<file path="src/rtl/mem_port_arbiter_pkg.sv">
// rtl/mem_port_arbiter_pkg.sv - shared types and constants for the data-RAM port arbiter
package mem_arb_pkg;

    localparam int         NUM_WAYS   = 2;
    localparam logic [2:0] WRITE_DONE = 3'b111;

    typedef enum logic [1:0] {
        IDLE    = 2'd0,
        RD_WAIT = 2'd1,
        WR_WAIT = 2'd2
    } arb_state_e;

    typedef struct packed {
        logic        we;
        logic [31:0] addr;
        logic [63:0] wdata;
        logic [3:0]  wmask;
        logic [1:0]  pID;
    } mem_req_t;

endpackage

</file>
<file path="src/rtl/mem_port_arbiter_if.sv">
// rtl/mem_port_arbiter_if.sv - per-way request/response and RAM port bundle
interface mem_port_arbiter_if;
    import mem_arb_pkg::*;

    logic [NUM_WAYS-1:0]       req_valid_i;
    logic [NUM_WAYS-1:0]       req_we_i;
    logic [NUM_WAYS-1:0][31:0] req_addr_i;
    logic [NUM_WAYS-1:0][63:0] req_wdata_i;
    logic [NUM_WAYS-1:0][3:0]  req_wmask_i;
    logic [NUM_WAYS-1:0][1:0]  req_pID_i;
    logic [NUM_WAYS-1:0]       req_ready_o;
    logic [NUM_WAYS-1:0]       resp_valid_o;
    logic [63:0]               resp_rdata_o;
    logic                      resp_err_o;
    logic [1:0]                resp_pID_o;
    logic [31:0]               readAddr_o;
    logic [31:0]               writeAddr_o;
    logic [63:0]               writeData_o;
    logic [3:0]                writeMask_o;
    logic [63:0]               readData_i;
    logic                      dataOk_i;
    logic [2:0]                writeState_i;

    modport slave (
        input  req_valid_i, req_we_i, req_addr_i, req_wdata_i, req_wmask_i, req_pID_i,
        input  readData_i, dataOk_i, writeState_i,
        output req_ready_o, resp_valid_o, resp_rdata_o, resp_err_o, resp_pID_o,
        output readAddr_o, writeAddr_o, writeData_o, writeMask_o
    );

    modport master (
        output req_valid_i, req_we_i, req_addr_i, req_wdata_i, req_wmask_i, req_pID_i,
        output readData_i, dataOk_i, writeState_i,
        input  req_ready_o, resp_valid_o, resp_rdata_o, resp_err_o, resp_pID_o,
        input  readAddr_o, writeAddr_o, writeData_o, writeMask_o
    );

endinterface

</file>
<file path="src/rtl/mem_port_arbiter_rr_arbiter2.sv">
// rtl/mem_port_arbiter_rr_arbiter2.sv - two-way round-robin grant with last-grant memory
module rr_arbiter2 (
    input  logic       clk,
    input  logic       reset_n,
    input  logic [1:0] i_req,
    output logic [1:0] o_grant,
    output logic       o_grant_idx
);

    logic r_last_grant;
    logic w_idx;

    always_comb begin
        w_idx = 1'b0;
        case (i_req)
            2'b10:   w_idx = 1'b1;
            2'b11:   w_idx = ~r_last_grant;
            default: w_idx = 1'b0;
        endcase
    end

    assign o_grant_idx = w_idx;
    assign o_grant     = (i_req == 2'b00) ? 2'b00 : (w_idx ? 2'b10 : 2'b01);

    // Reset to way1 so that way0 wins the first tie.
    always_ff @(posedge clk or negedge reset_n) begin
        if (!reset_n) begin
            r_last_grant <= 1'b1;
        end else if (|i_req) begin
            r_last_grant <= w_idx;
        end
    end

endmodule

</file>
<file path="src/rtl/mem_port_arbiter.sv">
// rtl/mem_port_arbiter.sv - shares one data-RAM port between two ways; MEM_ARB_PERF_EN adds perf counters
module mem_port_arbiter
    import mem_arb_pkg::*;
#(
    parameter int TIMEOUT_CYCLES = 255
) (
    input  logic        clk,
    input  logic        reset_n,
`ifdef MEM_ARB_PERF_EN
    output logic [31:0] perf_accesses_o,
    output logic [31:0] perf_conflicts_o,
    output logic [15:0] perf_timeouts_o,
`endif
    mem_port_arbiter_if.slave bus
);

    localparam int             CW       = (TIMEOUT_CYCLES > 1) ? $clog2(TIMEOUT_CYCLES) : 1;
    localparam logic [CW-1:0]  CNT_LAST = CW'(TIMEOUT_CYCLES - 1);

    arb_state_e    r_state;
    logic          r_gidx;
    logic [1:0]    r_pid;
    logic [CW-1:0] r_cnt;

    logic [1:0]    w_req;
    logic [1:0]    w_grant;
    logic          w_gidx;
    logic          w_accept;
    logic          w_done;
    logic          w_timeout;
    mem_req_t      w_sel;

    assign w_req    = bus.req_valid_i & {2{r_state == IDLE}};
    assign w_accept = |w_req;

    rr_arbiter2 u_rr (
        .clk        (clk),
        .reset_n    (reset_n),
        .i_req      (w_req),
        .o_grant    (w_grant),
        .o_grant_idx(w_gidx)
    );

    assign bus.req_ready_o = w_grant;

    always_comb begin
        w_sel.we    = bus.req_we_i[w_gidx];
        w_sel.addr  = bus.req_addr_i[w_gidx];
        w_sel.wdata = bus.req_wdata_i[w_gidx];
        w_sel.wmask = bus.req_wmask_i[w_gidx];
        w_sel.pID   = bus.req_pID_i[w_gidx];
    end

    // Completion in the last counted cycle takes priority over the timeout.
    assign w_done    = ((r_state == RD_WAIT) && bus.dataOk_i) ||
                       ((r_state == WR_WAIT) && (bus.writeState_i == WRITE_DONE));
    assign w_timeout = (r_state != IDLE) && !w_done && (r_cnt == CNT_LAST);

    always_ff @(posedge clk or negedge reset_n) begin
        if (!reset_n) begin
            r_state          <= IDLE;
            r_gidx           <= 1'b0;
            r_pid            <= 2'd0;
            r_cnt            <= '0;
            bus.readAddr_o   <= '0;
            bus.writeAddr_o  <= '0;
            bus.writeData_o  <= '0;
            bus.writeMask_o  <= '0;
            bus.resp_valid_o <= '0;
            bus.resp_rdata_o <= '0;
            bus.resp_err_o   <= 1'b0;
            bus.resp_pID_o   <= 2'd0;
        end else begin
            bus.resp_valid_o <= 2'b00;
            case (r_state)
                IDLE: begin
                    if (w_accept) begin
                        r_gidx <= w_gidx;
                        r_pid  <= w_sel.pID;
                        r_cnt  <= '0;
                        if (w_sel.we) begin
                            r_state         <= WR_WAIT;
                            bus.writeAddr_o <= w_sel.addr;
                            bus.writeData_o <= w_sel.wdata;
                            bus.writeMask_o <= w_sel.wmask;
                        end else begin
                            r_state        <= RD_WAIT;
                            bus.readAddr_o <= w_sel.addr;
                        end
                    end
                end
                RD_WAIT, WR_WAIT: begin
                    if (w_done || w_timeout) begin
                        r_state          <= IDLE;
                        bus.readAddr_o   <= '0;
                        bus.writeAddr_o  <= '0;
                        bus.writeData_o  <= '0;
                        bus.writeMask_o  <= '0;
                        bus.resp_valid_o <= r_gidx ? 2'b10 : 2'b01;
                        bus.resp_pID_o   <= r_pid;
                        bus.resp_err_o   <= w_timeout;
                        bus.resp_rdata_o <= (w_done && (r_state == RD_WAIT)) ? bus.readData_i : 64'd0;
                    end else begin
                        r_cnt <= r_cnt + CW'(1);
                    end
                end
                default: r_state <= IDLE;
            endcase
        end
    end

`ifdef MEM_ARB_PERF_EN
    logic [31:0] r_perf_acc;
    logic [31:0] r_perf_conf;
    logic [15:0] r_perf_tmo;

    always_ff @(posedge clk or negedge reset_n) begin
        if (!reset_n) begin
            r_perf_acc  <= '0;
            r_perf_conf <= '0;
            r_perf_tmo  <= '0;
        end else begin
            if (w_accept && (r_perf_acc != '1)) r_perf_acc <= r_perf_acc + 32'd1;
            if ((w_req == 2'b11) && (r_perf_conf != '1)) r_perf_conf <= r_perf_conf + 32'd1;
            if (w_timeout && (r_perf_tmo != '1)) r_perf_tmo <= r_perf_tmo + 16'd1;
        end
    end

    assign perf_accesses_o  = r_perf_acc;
    assign perf_conflicts_o = r_perf_conf;
    assign perf_timeouts_o  = r_perf_tmo;
`endif

endmodule

</file>
<file path="src/flat_wrapper.sv">
// flat-port wrapper written by rule: the top's interface ports become plain ports
module mem_port_arbiter_flat import mem_arb_pkg::*;
#(
    parameter int TIMEOUT_CYCLES = 255
)
  (clk, reset_n, bus_req_valid_i, bus_req_we_i, bus_req_addr_i, bus_req_wdata_i, bus_req_wmask_i, bus_req_pID_i, bus_readData_i, bus_dataOk_i, bus_writeState_i, bus_req_ready_o, bus_resp_valid_o, bus_resp_rdata_o, bus_resp_err_o, bus_resp_pID_o, bus_readAddr_o, bus_writeAddr_o, bus_writeData_o, bus_writeMask_o);
  mem_port_arbiter_if bus_i ();
  input  logic clk;
  input  logic reset_n;
  input wire logic [$bits(bus_i.req_valid_i)-1:0] bus_req_valid_i;
  input wire logic [$bits(bus_i.req_we_i)-1:0] bus_req_we_i;
  input wire logic [$bits(bus_i.req_addr_i)-1:0] bus_req_addr_i;
  input wire logic [$bits(bus_i.req_wdata_i)-1:0] bus_req_wdata_i;
  input wire logic [$bits(bus_i.req_wmask_i)-1:0] bus_req_wmask_i;
  input wire logic [$bits(bus_i.req_pID_i)-1:0] bus_req_pID_i;
  input wire logic [$bits(bus_i.readData_i)-1:0] bus_readData_i;
  input wire logic [$bits(bus_i.dataOk_i)-1:0] bus_dataOk_i;
  input wire logic [$bits(bus_i.writeState_i)-1:0] bus_writeState_i;
  output wire logic [$bits(bus_i.req_ready_o)-1:0] bus_req_ready_o;
  output wire logic [$bits(bus_i.resp_valid_o)-1:0] bus_resp_valid_o;
  output wire logic [$bits(bus_i.resp_rdata_o)-1:0] bus_resp_rdata_o;
  output wire logic [$bits(bus_i.resp_err_o)-1:0] bus_resp_err_o;
  output wire logic [$bits(bus_i.resp_pID_o)-1:0] bus_resp_pID_o;
  output wire logic [$bits(bus_i.readAddr_o)-1:0] bus_readAddr_o;
  output wire logic [$bits(bus_i.writeAddr_o)-1:0] bus_writeAddr_o;
  output wire logic [$bits(bus_i.writeData_o)-1:0] bus_writeData_o;
  output wire logic [$bits(bus_i.writeMask_o)-1:0] bus_writeMask_o;
  assign bus_i.req_valid_i = bus_req_valid_i;
  assign bus_i.req_we_i = bus_req_we_i;
  assign bus_i.req_addr_i = bus_req_addr_i;
  assign bus_i.req_wdata_i = bus_req_wdata_i;
  assign bus_i.req_wmask_i = bus_req_wmask_i;
  assign bus_i.req_pID_i = bus_req_pID_i;
  assign bus_i.readData_i = bus_readData_i;
  assign bus_i.dataOk_i = bus_dataOk_i;
  assign bus_i.writeState_i = bus_writeState_i;
  assign bus_req_ready_o = bus_i.req_ready_o;
  assign bus_resp_valid_o = bus_i.resp_valid_o;
  assign bus_resp_rdata_o = bus_i.resp_rdata_o;
  assign bus_resp_err_o = bus_i.resp_err_o;
  assign bus_resp_pID_o = bus_i.resp_pID_o;
  assign bus_readAddr_o = bus_i.readAddr_o;
  assign bus_writeAddr_o = bus_i.writeAddr_o;
  assign bus_writeData_o = bus_i.writeData_o;
  assign bus_writeMask_o = bus_i.writeMask_o;
  mem_port_arbiter #(.TIMEOUT_CYCLES(TIMEOUT_CYCLES)) u_core (.clk(clk), .reset_n(reset_n), .bus(bus_i));
endmodule
</file>
<file path="config.mk">
export PLATFORM = sky130hd
export DESIGN_NAME = mem_port_arbiter_flat
export DESIGN_NICKNAME = d
export VERILOG_FILES = /design/src/rtl/mem_port_arbiter_pkg.sv /design/src/rtl/mem_port_arbiter_if.sv /design/src/rtl/mem_port_arbiter_rr_arbiter2.sv /design/src/rtl/mem_port_arbiter.sv /design/src/flat_wrapper.sv
export SDC_FILE = /design/constraint.sdc
export NUM_CORES = 1
export LEC_CHECK = 0
export CORE_MARGIN = 2
export CORE_UTILIZATION = 30
export CTS_CLUSTER_SIZE = 10
export DETAILED_ROUTE_END_ITERATION = 6
export RECOVER_POWER = 100
export SYNTH_ARGS = -nofsm -noshare
export SYNTH_HDL_FRONTEND = slang
export SYNTH_HIERARCHICAL = 1
export SYNTH_SLANG_ARGS = --single-unit
export TNS_END_PERCENT = 1
</file>
<file path="constraint.sdc">
create_clock -name clk -period 7.9 [get_ports clk]
set_clock_uncertainty 0.2 [all_clocks]
set_input_delay 1.975 -clock clk [delete_from_list [all_inputs] [get_ports clk]]
set_output_delay 1.975 -clock clk [all_outputs]
set_load 0.01 [all_outputs]
</file>
After elaboration in Yosys (flattened, before gate mapping)
Index checks and enable logic that the tools add are counted.

storage, ports and cells
  flip-flop bits (word level) = 215
  output and inout port bits = 203
  logic and storage cells = 87

operators by class
  add/subtract/negate cells = 1
  magnitude comparators = 1
  equal/unequal tests = 11
  mux-type cells = 39
  bitwise logic cells = 2
  reduce and logical (&&, ||, !) cells = 20

operators by type and width
  cell                                                    number
  two-way mux 64 bit                                      6
  two-way mux 32 bit                                      7
  one-hot mux 32 bit (2 select lines)                     2
  one-hot mux 64 bit (2 select lines)                     1
  two-way mux 2 bit                                       10
  two-way mux 4 bit                                       5
  two-way mux 8 bit                                       2
  one-hot mux 8 bit (2 select lines)                      1
  adder 8 x 1 -> 8 bit (second input constant)            1
  equality test 8 bit (second input constant)             1
  one-hot mux 4 bit (2 select lines)                      1
  AND reduction 4 bit                                     2
  equality test 2 bit (second input constant)             3
  inequality test 2 x 1 -> 1 bit (second input constant)  3
  AND reduction 2 bit                                     3
  logical AND 1 bit                                       5
  logical NOT 2 bit                                       2
  inequality test 2 bit (second input constant)           2
  one-hot mux 2 bit (2 select lines)                      1
  nonzero test 2 bit                                      2
  OR reduction 2 bit                                      2
  equality test 3 bit (second input constant)             1
  AND reduction 3 bit                                     1
  AND 2 bit                                               1
  other kinds (7)                                         9

Depth between registers and ports, before layout
  depth after elaboration = 9
  depth in mapped cells = 13
  gate-level depth less buffers = 9

Hierarchy
The synthesis kept the hierarchy.

modules (own cells, without submodules)
  module            times used  cells an instance  area an instance (um^2)
  mem_port_arbiter  1           896                10077.2
  rr_arbiter2       1           7                  61.3

Worst setup path before layout
Ideal clock, no wire load.

  kind = input-to-output
  start = input port bus_req_valid_i[1]
  end = output port bus_req_ready_o[1]
  data arrival time = 2.462 ns
  path slack = 3.263 ns
  cell stages on the path = 2
  path through = and2_1 a21boi_0

on the way
  cells in the longest elaborated chain, start to end = 5

ends and longest elaborated chain
  what                                RTL line                            source
  start, declared                     flat_wrapper.sv:10                  input wire logic [$bits(bus_i.req_valid_i)-1:0] bus_req_valid_i;
  AND 2 bit (*)                       mem_port_arbiter.sv:33              assign w_req = bus.req_valid_i & {2{r_state == IDLE}};
  equality test 2 bit                 mem_port_arbiter_rr_arbiter2.sv:15  case (i_req)
  one-hot mux 1 bit (2 select lines)  mem_port_arbiter_rr_arbiter2.sv:15
  two-way mux 2 bit                   mem_port_arbiter_rr_arbiter2.sv:23  assign o_grant = (i_req == 2'b00) ? 2'b00 : (w_idx ? 2'b10 : 2'b01);
  two-way mux 2 bit (*)               mem_port_arbiter_rr_arbiter2.sv:23
  end, declared                       flat_wrapper.sv:19                  output wire logic [$bits(bus_i.req_ready_o)-1:0] bus_req_ready_o;

Mark *: on every way between the ends. The rest lies on a longest branch, timed or not.

Worst setup path in the final report
  start = input port bus_writeState_i[1]
  end = register u_core.bus.resp_rdata_o[42]

on the way
  cells in the longest elaborated chain, start to end = 8

ends and longest elaborated chain
  what                                  RTL line                   source
  start, declared                       flat_wrapper.sv:18         input wire logic [$bits(bus_i.writeState_i)-1:0] bus_writeState_i;
  equality test 3 bit (*)               mem_port_arbiter.sv:56     ((r_state == WR_WAIT) && (bus.writeState_i == WRITE_DONE));
  logical AND 1 bit (*)                 mem_port_arbiter.sv:56
  logical OR 1 bit (*)                  mem_port_arbiter.sv:55     assign w_done = ((r_state == RD_WAIT) && bus.dataOk_i) ||
  logical NOT 1 bit                     mem_port_arbiter.sv:57     assign w_timeout = (r_state != IDLE) && !w_done && (r_cnt == CNT_LAST);
  logical AND 1 bit (2 in a row)        mem_port_arbiter.sv:57
  logical OR 1 bit                      mem_port_arbiter.sv:93     if (w_done || w_timeout) begin
  AND reduction 2 bit (no source line)  n/a
  end signal, assigned                  mem_port_arbiter.sv:102    bus.resp_rdata_o <= (w_done && (r_state == RD_WAIT)) ? bus.readData_i : 64'd0;
  end, declared                         mem_port_arbiter_if.sv:27  output req_ready_o, resp_valid_o, resp_rdata_o, resp_err_o, resp_pID_o,

Marks and branches as above.
A chain may end at the register's enable or synchronous reset.

==> flow_metrics.py <==
metrics = {
    "clock_tree": {
        "cts.repair.resized": 0,
        "htree_levels": 1,
        "clk_latency_ns": 0.54,
        "post-cts-setup-buffers": 0,
        "cts.hold.buffers_added": 0,
        "root_buffer": "clkbuf_16",
        "path_clk_slew_ns": 0.06,
        "cts.path.max_buffers": 3,
        "cts_tree": "built",
        "cts.sinks": 215,
        "cts_buffers": 27,
    },
    "placed_design": {
        "hpwl_microns": 23400,
        "post-place-ws_ns": 2.22,
        "dpl.cell_count": 1771,
        "place_congestion": 0.780,
        "port_buffers": 480,
    },
    "timing": {
        "timing.final.crit_share_pct": 77.1,
        "setup_viol": 0,
        "slew_headroom_pct": -196,
        "final-hold-violation-count": 0,
        "tns_ns": 0,
        "fmax_mhz": 164,
        "rsz0062_at_grt": "no",
        "drv_slew": 231,
        "period_needed_ns": 6.09,
        "setup_slack_ns": 1.81,
        "worstMarginPinSlew_ns": 4.44,
    },
    "critical_path": {
        "crit_slowest_cell": "o21ai_1",
        "crit_chain": "dlygate4sd3_1 -> nand4_1 -> nand2_1 -> o21ai_1 -> clkbuf_1 -> o21ai_0",
        "required_ns": 8.05,
        "end_kind": "flip-flop",
        "critical_path_arrival_ns": 6.24,
        "critPathMaxStageDelay_ns": 1.85,
        "critPathKind": "in2reg",
        "start_kind": "input port",
        "crit_fanout": 42,
    },
    "route": {
        "post_drt_via_cell_ratio": 4.59,
        "first_pass_iters": 6,
        "postRouteAntennaNets": 0,
        "wl_microns": 32500,
        "vias": 8326,
        "routedWlPerCell_microns": 17.9,
        "drc": 0,
        "first_iter_violations": 293,
    },
    "layout": {
        "n_fill_cell": 3209,
        "nets": 1636,
        "layout.cells.non_filler": 1815,
        "area_delta_synth_final_pct": 56.2,
        "drive_gt1_share_pct": 10.0,
    },
    "synthesis": {
        "synth_seq_cells": 215,
        "syn_area_sq_um": 10100,
        "synth_top_area_share_pct": 52.8,
        "synth-seq-area-share_pct": 53.1,
        "ys_warn_count": 6,
        "syn_inst": 903,
        "avgSynthCellArea_sq_um": 11.2,
        "syn-num-nets": 1187,
        "synthTopCellsByArea": "dfrtp_1 (53%), mux2i_1 (10%), nand2_1 (7.6%), o31ai_2 (6.4%), mux2_2 (6.1%)",
        "synth_top_cell_by_area": "dfrtp_1",
        "synth.distinct_cells": 41,
    },
    "global_route": {
        "grt_use_total_pct": 17.9,
        "grt_pass1_wl_microns": 49900,
        "grt_pass1_vias": 8408,
        "antenna_found_initial": 2,
        "grt_start_max_net_pins": 137,
        "overflow": 0,
    },
    "hold_path": {
        "hold_class": "reg2reg",
    },
    "pwr": {
        "finalPower_mw": 5.43,
        "internal_power_mw": 3.38,
        "switching_share_pct": 37.8,
        "leakage_nw": 6.99,
        "vdd_drop_max_mv": 0.202,
        "p_per_area_nw_per_um2": 343,
        "seq_power_share_pct": 30.3,
        "switchingPower_mw": 2.05,
        "p_clk_share_pct": 20.8,
        "p_comb_share_pct": 48.9,
    },
    "die": {
        "coreArea_sq_um": 33400,
        "fp.dieH_microns": 188,
        "die_area_sq_um": 35300,
        "start_util_pct": 30.4,
        "die_w_microns": 188,
        "num_rows": 67,
        "io_pins": 481,
    },
    "outcome": {
        "violations": "capacitance limit, slew limit",
        "outcome": "complete, but fails checks",
    },
    "flow_run": {
        "maxCapViolCount": 4,
    },
}
cell type report:
| class | count | area [sq um] | area share (%) |
|---|---|---|---|
| Tap cell | 448 | 561 | 3.54 |
| Timing Repair Buffer | 490 | 4890 | 30.9 |
| Multi-Input combinational cell | 612 | 4190 | 26.5 |
| Inverter | 6 | 22.5 | 0.142 |
| Sequential cell | 215 | 5380 | 34.0 |
| Clock buffer | 40 | 764 | 4.83 |
| Clock inverter | 3 | 21.3 | 0.134 |
| Antenna cell | 1 | 2.50 | 0.0158 |
flip-flops by register name (all words and copies together), names as in the netlist:
name,cells
u_core/bus.writeData_o,64
u_core/r_cnt,8
u_core/r_pid,2
u_core/bus.readAddr_o,32
u_core/bus.resp_pID_o,2
u_core/u_rr/r_last_grant,1
u_core/bus.resp_err_o,1
u_core/bus.writeAddr_o,32
u_core/bus.resp_valid_o,2
u_core/bus.resp_rdata_o,64
u_core/r_gidx,1
u_core/bus.writeMask_o,4
u_core/r_state,2
critical path: cells and delay by family:
| family | cells | cell delay (ns) |
|---|---|---|
| AOI/OAI and AO/OA | 2 | 2.11 |
| and+or+nand+nor | 2 | 0.42 |
| buffers and inverters | 2 | 1.71 |
layer usage:
layer | wire (microns) | vias up | track usage [%]
met5 | 13 | - | 0
met4 | 692 | 2 | 4.15
met3 | 2350 | 42 | 4.90
met2 | 16500 | 310 | 31.8
met1 | 13000 | 3921 | 21.5
li1 | - | 4051 | -
stage by stage:
stage,hold slack [ns],util [%],instance area (sq um)
floorplan,0.220,-,10100
global placement,0.241,45.7,15300
detailed placement,0.234,45.7,15300
CTS,0.244,48.1,16000
global route,0.286,47.5,15800
finish,0.242,47.5,15800
cell usage after synthesis:
cell      count
dfrtp_1     214
nand2_1     206
mux2i_1     104
o21ai_0      72
mux2_2       55
o31ai_2      52
nor2_1       41
clkbuf_1     35
buf_2        19
o31ai_1      19
buf_6        14
mux2_4       13
and2_1        6
ha_1          6
a21oi_1       5
inv_1         5
a22o_1        3
nand4_1       3
a211o_1       2
a21boi_0      2
and3_1        2
buf_1         2
nand3_1       2
nand3b_1      2
o21ai_2       2
o41ai_1       2
a21boi_1      1
a311o_1       1
a31oi_2       1
a41oi_1       1
and3b_1       1
and4_4        1
dfstp_2       1
inv_2         1
nand3_2       1
nor3_1        1
nor4_1        1
o221ai_2      1
o22ai_1       1
o311ai_0      1
or3b_1        1
path summary, 6_finish.rpt:
path | start | end | slack (ns) | cells after the start
min in group asynchronous | reset_n | u_core/bus.writeData_o[36] | 2.80 | 1
worst max register to register | u_core/r_state[1] | u_core/bus.resp_rdata_o[52] | 2.11 | 7
worst min-delay path | u_core/r_gidx | u_core/bus.resp_valid_o[0] | 0.24 | 1
worst max-delay path | bus_writeState_i[1] | u_core/bus.resp_rdata_o[42] | 1.81 | 6
worst min register to register | u_core/r_gidx | u_core/bus.resp_valid_o[0] | 0.24 | 1
max in group asynchronous | reset_n | u_core/bus.writeAddr_o[24] | 2.15 | 1
power groups by stage:
stage / clock network [mW] / logic (mW) / registers, mW
finish: 1.13 / 2.65 / 1.65
global route: 1.20 / 2.90 / 1.70
CTS: 1.16 / 2.97 / 1.67
detailed placement: 0 / 2.98 / 1.68
global placement: 0 / 2.94 / 1.67
floorplan: 0 / 1.68 / 1.82
cells by family after synthesis:
kind of cell	Yosys count	share of synthesized area, %
flops	215	53.1
simple gates	268	10.6
compound gates	166	13.2
buf+inv	76	4.08
fa+ha+maj	6	0.740
mux	172	18.3
cells in the final DEF (no fill, tap or decap), types with 2 or more instances in the layout:
cell	n
o31ai_1	39
and2_1	4
clkbuf_8	4
o31ai_2	32
a211o_1	2
ha_1	6
a22o_1	3
buf_12	2
buf_4	5
mux2i_1	104
mux2_1	13
o21ai_0	73
a21oi_1	5
a21boi_0	2
clkbuf_2	2
dlygate4sd3_1	205
mux2_2	55
clkdlybuf4s50_1	274
and3_1	2
nor2_1	41
nand4_1	3
clkbuf_1	11
nand3b_1	2
o41ai_1	2
nand3_1	2
nand2_1	206
inv_1	5
clkbuf_16	27
dfrtp_1	214
Power figures use the tool's default switching activity.
